[config.mk]
export PLATFORM = sky130hd
export DESIGN_NAME = player_executor
export DESIGN_NICKNAME = d
export VERILOG_FILES = /design/src/rtl/player_executor_pkg.sv /design/src/rtl/player_mover.sv /design/src/rtl/player_executor.sv
export SDC_FILE = /design/constraint.sdc
export NUM_CORES = 1
export LEC_CHECK = 0
export BUFFER_PORTS_ARGS = -buffer_cell sky130_fd_sc_hd__buf_4
export CAP_MARGIN = 20
export CORE_UTILIZATION = 42
export CTS_BUF_LIST = sky130_fd_sc_hd__clkbuf_8
export DETAILED_ROUTE_END_ITERATION = 10
export GPL_ROUTABILITY_DRIVEN = 0
export GPL_TIMING_DRIVEN = 0
export MAX_ROUTING_LAYER = met4
export PLACE_DENSITY = 0.68
export SYNTH_ARGS = -nofsm -noshare
export SYNTH_HDL_FRONTEND = slang
export SYNTH_SLANG_ARGS = --single-unit
[constraint.sdc]
create_clock -name clk -period 7.3 [get_ports clk]
set_input_delay 1.46 -clock clk [delete_from_list [all_inputs] [get_ports clk]]
set_output_delay 1.46 -clock clk [all_outputs]
set_load 0.01 [all_outputs]
[src/rtl/player_executor_pkg.sv]
// Shared game definitions: opcodes, move directions, player state enum and instruction layout.
// Also carries the clamped single-step position helper used by the mover.
package player_executor_pkg;

    localparam logic [3:0] OP_HPY = 4'd1;
    localparam logic [3:0] OP_DPY = 4'd2;
    localparam logic [3:0] OP_IDG = 4'd3;
    localparam logic [3:0] OP_SDG = 4'd4;
    localparam logic [3:0] OP_MOV = 4'd5;
    localparam logic [3:0] OP_SHP = 4'd6;

    localparam logic [7:0] DIR_UP    = 8'd0;
    localparam logic [7:0] DIR_LEFT  = 8'd1;
    localparam logic [7:0] DIR_DOWN  = 8'd2;
    localparam logic [7:0] DIR_RIGHT = 8'd3;

    typedef enum logic [1:0] {
        ST_IDLE   = 2'd0,
        ST_ALIVE  = 2'd1,
        ST_INVULN = 2'd2,
        ST_DEAD   = 2'd3
    } state_e;

    typedef struct packed {
        logic [3:0] op;
        logic [7:0] operand;
        logic [3:0] rsvd;
    } instr_t;

    // Evaluated in int so a step near either bound saturates instead of wrapping.
    function automatic logic [7:0] step_clamp(input logic [7:0] pos, input logic dec,
                                              input int step, input int lo, input int hi);
        int p;
        p = dec ? (int'(pos) - step) : (int'(pos) + step);
        if (p < lo) p = lo;
        if (p > hi) p = hi;
        return p[7:0];
    endfunction

endpackage

[src/rtl/player_mover.sv]
// Move-tick divider and clamped X/Y position registers.
// Latency: position updates on the cycle the divider reaches MOVE_DIV-1; no backpressure.
module player_mover
    import player_executor_pkg::*;
#(
    parameter int X_MIN    = 0,
    parameter int X_MAX    = 200,
    parameter int Y_MIN    = 0,
    parameter int Y_MAX    = 150,
    parameter int STEP     = 2,
    parameter int MOVE_DIV = 4
) (
    input  logic       clk,
    input  logic       rst_n,
    input  logic       i_init,
    input  logic       i_en,
    input  logic [7:0] i_dir,
    output logic [7:0] o_x,
    output logic [7:0] o_y
);

    logic [7:0] r_cnt;
    logic [7:0] r_x;
    logic [7:0] r_y;
    logic       w_tick;

    assign w_tick = i_en && (r_cnt == 8'(MOVE_DIV - 1));
    assign o_x    = r_x;
    assign o_y    = r_y;

    always_ff @(posedge clk or negedge rst_n) begin
        if (!rst_n) begin
            r_cnt <= 8'd0;
            r_x   <= 8'd0;
            r_y   <= 8'd0;
        end else if (i_init) begin
            r_cnt <= 8'd0;
            r_x   <= 8'((X_MIN + X_MAX) / 2);
            r_y   <= 8'((Y_MIN + Y_MAX) / 2);
        end else begin
            // Any gap in the move condition restarts the divider from zero.
            r_cnt <= (!i_en || w_tick) ? 8'd0 : r_cnt + 8'd1;
            if (w_tick) begin
                case (i_dir)
                    DIR_UP:    r_y <= step_clamp(r_y, 1'b1, STEP, Y_MIN, Y_MAX);
                    DIR_LEFT:  r_x <= step_clamp(r_x, 1'b1, STEP, X_MIN, X_MAX);
                    DIR_DOWN:  r_y <= step_clamp(r_y, 1'b0, STEP, Y_MIN, Y_MAX);
                    DIR_RIGHT: r_x <= step_clamp(r_x, 1'b0, STEP, X_MIN, X_MAX);
                    default:   ;
                endcase
            end
        end
    end

endmodule

[src/rtl/player_executor.sv]
// Executes player instruction words: heal/damage/set-HP once per distinct word, init and move while held.
// Latency: one cycle from instruction to registered outputs; no backpressure, input sampled every cycle.
module player_executor
    import player_executor_pkg::*;
#(
    parameter int MAX_HP   = 100,
    parameter int X_MIN    = 0,
    parameter int X_MAX    = 200,
    parameter int Y_MIN    = 0,
    parameter int Y_MAX    = 150,
    parameter int STEP     = 2,
    parameter int MOVE_DIV = 4,
    parameter int IFRAME   = 16
) (
    input  logic        clk,
    input  logic        rst_n,
    input  logic [15:0] playerInstruction,
    input  logic        isMove,
    output logic [7:0]  playerX,
    output logic [7:0]  playerY,
    output logic [7:0]  playerHP,
    output logic        isDeath,
    output logic        dmgApplied,
    output logic        invuln
);

    localparam logic [7:0] HP_MAX8  = 8'(MAX_HP);
    localparam logic [7:0] IFR_LOAD = 8'(IFRAME - 1);

    instr_t     w_instr;
    instr_t     r_last;
    logic       r_armed;
    state_e     r_state;
    state_e     w_state_nxt;
    logic [7:0] r_hp;
    logic [7:0] w_hp_nxt;
    logic [7:0] r_ifr;
    logic [7:0] w_ifr_nxt;
    logic       r_dmg;
    logic       w_new;
    logic       w_live;
    logic       w_idg;
    logic       w_hpy;
    logic       w_dpy;
    logic       w_shp;
    logic       w_mov;
    logic [8:0] w_heal_sum;
    logic [7:0] w_dmg_hp;

    assign w_instr = playerInstruction;
    // r_armed blocks execution in the first clock after reset release.
    assign w_new   = r_armed && (w_instr != r_last);
    assign w_live  = (r_state == ST_ALIVE) || (r_state == ST_INVULN);
    assign w_idg   = r_armed && (w_instr.op == OP_IDG);
    assign w_hpy   = w_new && (w_instr.op == OP_HPY) && w_live;
    assign w_dpy   = w_new && (w_instr.op == OP_DPY) && (r_state == ST_ALIVE);
    assign w_shp   = w_new && (w_instr.op == OP_SHP) && w_live;
    assign w_mov   = r_armed && (w_instr.op == OP_MOV) && isMove && w_live;

    assign w_heal_sum = {1'b0, r_hp} + {1'b0, w_instr.operand};
    assign w_dmg_hp   = (r_hp > w_instr.operand) ? (r_hp - w_instr.operand) : 8'd0;

    always_ff @(posedge clk or negedge rst_n) begin
        if (!rst_n) r_state <= ST_IDLE;
        else        r_state <= w_state_nxt;
    end

    always_comb begin
        w_state_nxt = r_state;
        if (w_idg)                                   w_state_nxt = ST_ALIVE;
        else if (w_dpy)                              w_state_nxt = (w_dmg_hp == 8'd0) ? ST_DEAD : ST_INVULN;
        else if (w_shp && w_instr.operand == 8'd0)   w_state_nxt = ST_DEAD;
        else if (r_state == ST_INVULN && r_ifr == 8'd0) w_state_nxt = ST_ALIVE;
    end

    always_comb begin
        w_hp_nxt = r_hp;
        if (w_idg)      w_hp_nxt = HP_MAX8;
        else if (w_dpy) w_hp_nxt = w_dmg_hp;
        else if (w_shp) w_hp_nxt = (w_instr.operand > HP_MAX8) ? HP_MAX8 : w_instr.operand;
        else if (w_hpy) w_hp_nxt = (w_heal_sum > {1'b0, HP_MAX8}) ? HP_MAX8 : w_heal_sum[7:0];

        w_ifr_nxt = 8'd0;
        if (w_dpy && w_state_nxt == ST_INVULN)                     w_ifr_nxt = IFR_LOAD;
        else if (r_state == ST_INVULN && w_state_nxt == ST_INVULN) w_ifr_nxt = r_ifr - 8'd1;
    end

    always_ff @(posedge clk or negedge rst_n) begin
        if (!rst_n) begin
            r_last  <= '0;
            r_armed <= 1'b0;
            r_hp    <= 8'd0;
            r_ifr   <= 8'd0;
            r_dmg   <= 1'b0;
        end else begin
            r_last  <= w_instr;
            r_armed <= 1'b1;
            r_hp    <= w_hp_nxt;
            r_ifr   <= w_ifr_nxt;
            r_dmg   <= w_dpy;
        end
    end

    player_mover #(
        .X_MIN    (X_MIN),
        .X_MAX    (X_MAX),
        .Y_MIN    (Y_MIN),
        .Y_MAX    (Y_MAX),
        .STEP     (STEP),
        .MOVE_DIV (MOVE_DIV)
    ) u_mover (
        .clk    (clk),
        .rst_n  (rst_n),
        .i_init (w_idg),
        .i_en   (w_mov),
        .i_dir  (w_instr.operand),
        .o_x    (playerX),
        .o_y    (playerY)
    );

    assign playerHP   = r_hp;
    assign isDeath    = (r_state == ST_DEAD);
    assign invuln     = (r_state == ST_INVULN);
    assign dmgApplied = r_dmg;

endmodule

# Word level (Yosys, flattened, before mapping)
# Index checks and enable logic that the tools add are counted.
dict set report op_classes {
  mux 42
  n_lt_le_gt_ge 11
  n_eq_ne 14
  n_addsub 8
  reduce_logical 28
}
# operator count
set op_table {}
lappend op_table {{32-bit 2-to-1 mux} 16}
lappend op_table {{8-bit 2-to-1 mux} 19}
lappend op_table {{32-bit by 9-bit greater-than comparator with 1-bit output (second input constant)} 4}
lappend op_table {{32-bit by 1-bit less-than comparator with 1-bit output (second input constant)} 4}
lappend op_table {{8-bit one-hot mux with 2 select lines} 2}
lappend op_table {{8-bit by 2-bit == test with 1-bit output (second input constant)} 3}
lappend op_table {{8-bit zero test} 3}
lappend op_table {{8-bit by 2-bit adder with 9-bit output (second input constant)} 2}
lappend op_table {{8-bit by 2-bit subtractor with 9-bit output (second input constant)} 2}
lappend op_table {{1-bit logical AND} 16}
lappend op_table {{16-bit != test} 1}
lappend op_table {{8-bit by 8-bit adder with 9-bit output} 1}
lappend op_table {{9-bit by 7-bit greater-than comparator with 1-bit output (second input constant)} 1}
lappend op_table {{8-bit by 1-bit adder with 8-bit output (second input constant)} 1}
lappend op_table {{4-bit by 2-bit == test with 1-bit output (second input constant)} 2}
lappend op_table {{4-bit by 3-bit == test with 1-bit output (second input constant)} 2}
lappend op_table {{8-bit by 1-bit == test with 1-bit output (second input constant)} 1}
lappend op_table {{8-bit by 7-bit greater-than comparator with 1-bit output (second input constant)} 1}
lappend op_table {{8-bit greater-than comparator} 1}
lappend op_table {{2-bit 2-to-1 mux} 4}
lappend op_table {{8-bit by 1-bit subtractor with 8-bit output (second input constant)} 1}
lappend op_table {{8-bit subtractor} 1}
lappend op_table {{2-bit == test (second input constant)} 3}
lappend op_table {{3-bit nonzero test} 2}
lappend op_table {{8 further kinds} 10}
dict set report totals {
  output_inout_bits 27
  input_bits 19
  reg_bits 60
}

# Depth between registers and ports, before layout
dict set report depth {
  word_depth 12
  depth_mapped 10
  mapped_depth_nobuf 10
}

# Cells and area by module
# Synthesis repeated with hierarchy kept, for this count alone.
dict set report hier_totals {
  hier_cells 547
  hier_area_um2 4670.7
}
# module instances area_per_inst_um2 seq_area_each_um2 cells_per_inst
set by_module_without_submodules {}
lappend by_module_without_submodules {player_executor 1 2576.2 900.9 284}
lappend by_module_without_submodules {player_mover 1 2094.5 600.6 263}

# Worst setup path after synthesis
# OpenSTA, ideal clock, no wires.
dict set report synth_path {
  path_type {input to register}
  from {input playerInstruction[4]}
  to {register r_state[0]}
  stages 9
  setup_time_ns 0.078
  slack_ns 3.705
  n_path_buf 0
  arrival_ns 3.518
  cell_sequence {ha_1 -> fa_1 -> nor2b_1 -> o31a_1 -> o31a_1 -> nor3_1 -> or4_4 -> o31ai_4 -> a21boi_1}
}
dict set report synth_between {
  elab_chain_cells 8
  word_cells_on_any_way 16
}
# item line
set synth_lines {}
lappend synth_lines {{start: declaration} player_executor.sv:17} ;# input logic [15:0] playerInstruction,
lappend synth_lines {{branches (longest 6 deep; another with 8-bit subtractor)} --}
lappend synth_lines {{2-bit 2-to-1 mux (*)} player_executor.sv:71} ;# else if (w_dpy) w_state_nxt = (w_dmg_hp == 8'd0) ? ST_DEAD : ST_INVULN;
lappend synth_lines {{2-bit 2-to-1 mux (*)} player_executor.sv:70} ;# if (w_idg) w_state_nxt = ST_ALIVE;
lappend synth_lines {{via w_state_nxt[0]} player_executor.sv:34} ;# state_e w_state_nxt;
lappend synth_lines {{end signal: assignment} player_executor.sv:65} ;# else r_state <= w_state_nxt;
lappend synth_lines {{end: declaration} player_executor.sv:33} ;# state_e r_state;
# Mark *: on every way through the listed nets, which the timed path passes.
# A chain may end at the register's enable or synchronous reset.

# Worst setup path after layout
# Ends and elaborated chain as after synthesis.

==> flow_summary_export.csv <==
group,metric,value,unit
outcome,outcome,"complete, no violations",
place,port_buffers,45,
global_route,grt_start_max_net_pins,61,
timing,setup_viol,0,
pwr,power.leakage,2.29,nW
cts,cts_resized,0,
floorplan,die_w,107,um
setup_path,cp.required,7.58,ns
timing,skew,0.00942,ns
timing,finalCritPeriodShare,0.503,
yosys,synth_compound_area_frac,0.221,
yosys,netlist_instances,542,
final_layout,fillCellCount,1015,
final_layout,layout_common_cells,"dfrtp_1, nor2_1, buf_4",
global_route,grt_pass1_wl,20.1,mm
timing,fin_tns_setup,0,ns
setup_path,startpoint,"playerInstruction[4]",
cts,root_buffer,"clkbuf_8",
final_layout,layout_commonest_cell,"dfrtp_1",
cts,clockBufferDepth,2,
final_layout,area_growth_syn_to_layout,15.6,%
yosys,synth_area_leader_cell,"dfrtp_1",
pwr,ir_worst_vdd,0.109,mV
yosys,synthesis.nets,588,
yosys,synth-xor-area-share,0.0739,
setup_path,cp_data_arrival_time,3.95,ns
flow_run,cap_violations,0,
timing,slew_headroom,0.495,
global_route,grt.total_usage,0.228,
timing,finalCriticalPeriod,3.67,ns
cts,cts_hold_buf,0,
yosys,synth_fa_ha_area_frac,0.0763,
drt,dr.first_iter.drc_count,391,
setup_path,end_kind,"register",
yosys,syn_avg_cell_area,8.53,um2
timing,worstMarginPinSlew,0.757,ns
yosys,syn_area,0.00462,mm2
final_layout,fin_util,0.509,
yosys,ys_warn_count,0,
drt,first_pass_iters,5,
yosys,yosys.area_share.simple,0.248,
floorplan,die_h,107,um
floorplan,initial_core_util,0.440,
setup_path,crit_type,"input pin to register",
floorplan,fp-row-count,37,
setup_path,worstPathMaxFanout,5,
yosys,synth_edf_count,0,
final_layout,num-nets-final,644,
yosys,ys_ff_latch,60,
yosys,ys_types,76,
global_route,grt_pass1_vias,4153,
floorplan,core_area,0.0105,mm2
drt,viasPerCell,5.97,
drt,ant_nets,0,
yosys,synth.area.mux_share,0.00216,
cts,cts_tree,"yes",
yosys,synth_top_family_by_area,"simple AND/OR/NAND/NOR gates",
setup_path,r2r-start,"u_mover.o_y[1]",
setup_path,crit_path_start_kind,"input pin",
cts,cts_setup_buffers,0,
timing,hold_viol,0,
cts,worstSkewPairLatency,0.35,ns
drt,drc,0,
yosys,synth_top_area_share,0.325,
hold_path,worstHoldStart,"u_mover.r_cnt[0]",
timing,fmax,272,MHz
cts,clk_pin_slew,0.07,ns
global_route,antenna_found_initial,0,
timing,slew_violations,0,
hold_path,hold_path_class,"register to register",
yosys,seq_area_frac_synth,0.325,
yosys,synth.top_cells.by_area,"dfrtp_1, ha_1, xnor2_1",
floorplan,ioPinCount,46,
final_layout,antenna_cells,0,
global_route,grt_overflow_total,0,
cts,clock_sinks,60,
timing,rsz0062_at_grt,"no",
yosys,synthArstFlopShare,1.00,
yosys,ys.flop_type,"dfrtp_1",
final_layout,drive_above_1_share,0.146,
drt,num_vias,4404,
drt,wire_per_inst,16.3,um
floorplan,die_area,0.0114,mm2
drt,routed_wl,12.0,mm
cts,h-tree-depth,3,
cts,cts_buffers,9,
place,dp_hpwl,8.95,mm
pwr,power_density,227,mW/mm2
## cell usage after synthesis, types with 7 or more instances
library cell / count
clkbuf_1: 18
ha_1: 25
xnor2_1: 27
nor2_1: 52
nor2b_1: 11
o21ai_0: 31
nand3_1: 24
and3_1: 8
nand2_1: 25
o31ai_1: 7
nand2b_1: 8
nand4_1: 7
xor2_1: 12
a21oi_1: 25
buf_2: 11
dfrtp_1: 60
nor3b_1: 8
nor3_1: 24
inv_1: 30
## cell families after synthesis
kind of cell / Yosys count
AO/OA/AOI/OAI: 147
XOR/XNOR: 39
other: 1
flip-flops: 60
AND/OR/NAND/NOR: 207
multiplexers: 1
buffers and inverters: 60
adder cells (fa/ha/maj): 27
## flip-flops by register name, summed over array words and instances, names as in the netlist
signal,cells
u_mover.r_cnt,8
playerHP,8
r_state,2
u_mover.o_y,8
u_mover.o_x,8
r_armed,1
r_last,16
dmgApplied,1
r_ifr,8
## metrics by stage
stage	std cells	worst slack [ns]	hold WS [ns]	total power [mW]	cell area (um2)
final	738	3.63	0.487	1.21	5350
after global routing	738	3.44	0.500	1.29	5350
after CTS	738	3.64	0.482	1.21	5350
after detailed placement	723	3.28	0.472	0.879	5130
after global placement	723	3.30	0.471	0.865	5130
after floorplan	542	3.70	0.447	0.729	4620
## layer usage
layer | global-route usage | part of all wire | vias to the layer above
li1 | - | - | 2087
met1 | 0.299 | 0.45 | 2123
met2 | 0.355 | 0.47 | 165
met3 | 0.0383 | 0.060 | 29
met4 | 0.0871 | 0.022 | 0
met5 | - | 0 | -
## power by group
group          switching, mW  leakage, nW  internal (mW)
logic                  0.278         1.43          0.201
clock network          0.144        0.105          0.191
registers             0.0384        0.754          0.362
total                  0.460         2.29          0.754
## cell type report
cell class              instances  area, um2  area share
multi-input cells             422       2880       0.538
flip-flops and latches         60       1500       0.281
plain buffers                  30        134      0.0250
well taps                     136        170      0.0318
clock buffers                   9        124      0.0232
inverters                      30        113      0.0211
clock inverters                 6       90.1      0.0168
repair buffers                 45        338      0.0632
## path summary, 6_finish.rpt
path,endpoint,slack [ns],cells past startpoint
max,r_state[0],3.63,10
min,u_mover.r_cnt[0],0.49,1
max reg2reg,u_mover.o_y[3],4.21,10
min reg2reg,u_mover.r_cnt[0],0.49,1
max in group asynchronous,u_mover.o_x[5],5.62,1
min in group asynchronous,playerHP[6],1.16,1
## critical path, cell delays in order
cell and delay, ns:
buf_4 0.13, ha_1 0.22, fa_1 0.40, nor2b_1 0.17, o31a_1 0.22, o31a_1 0.20, nor3_1 0.10, or4_4 0.57
o31ai_4 0.27, a21boi_1 0.20
Note: power is estimated with default switching activity, not from simulation.
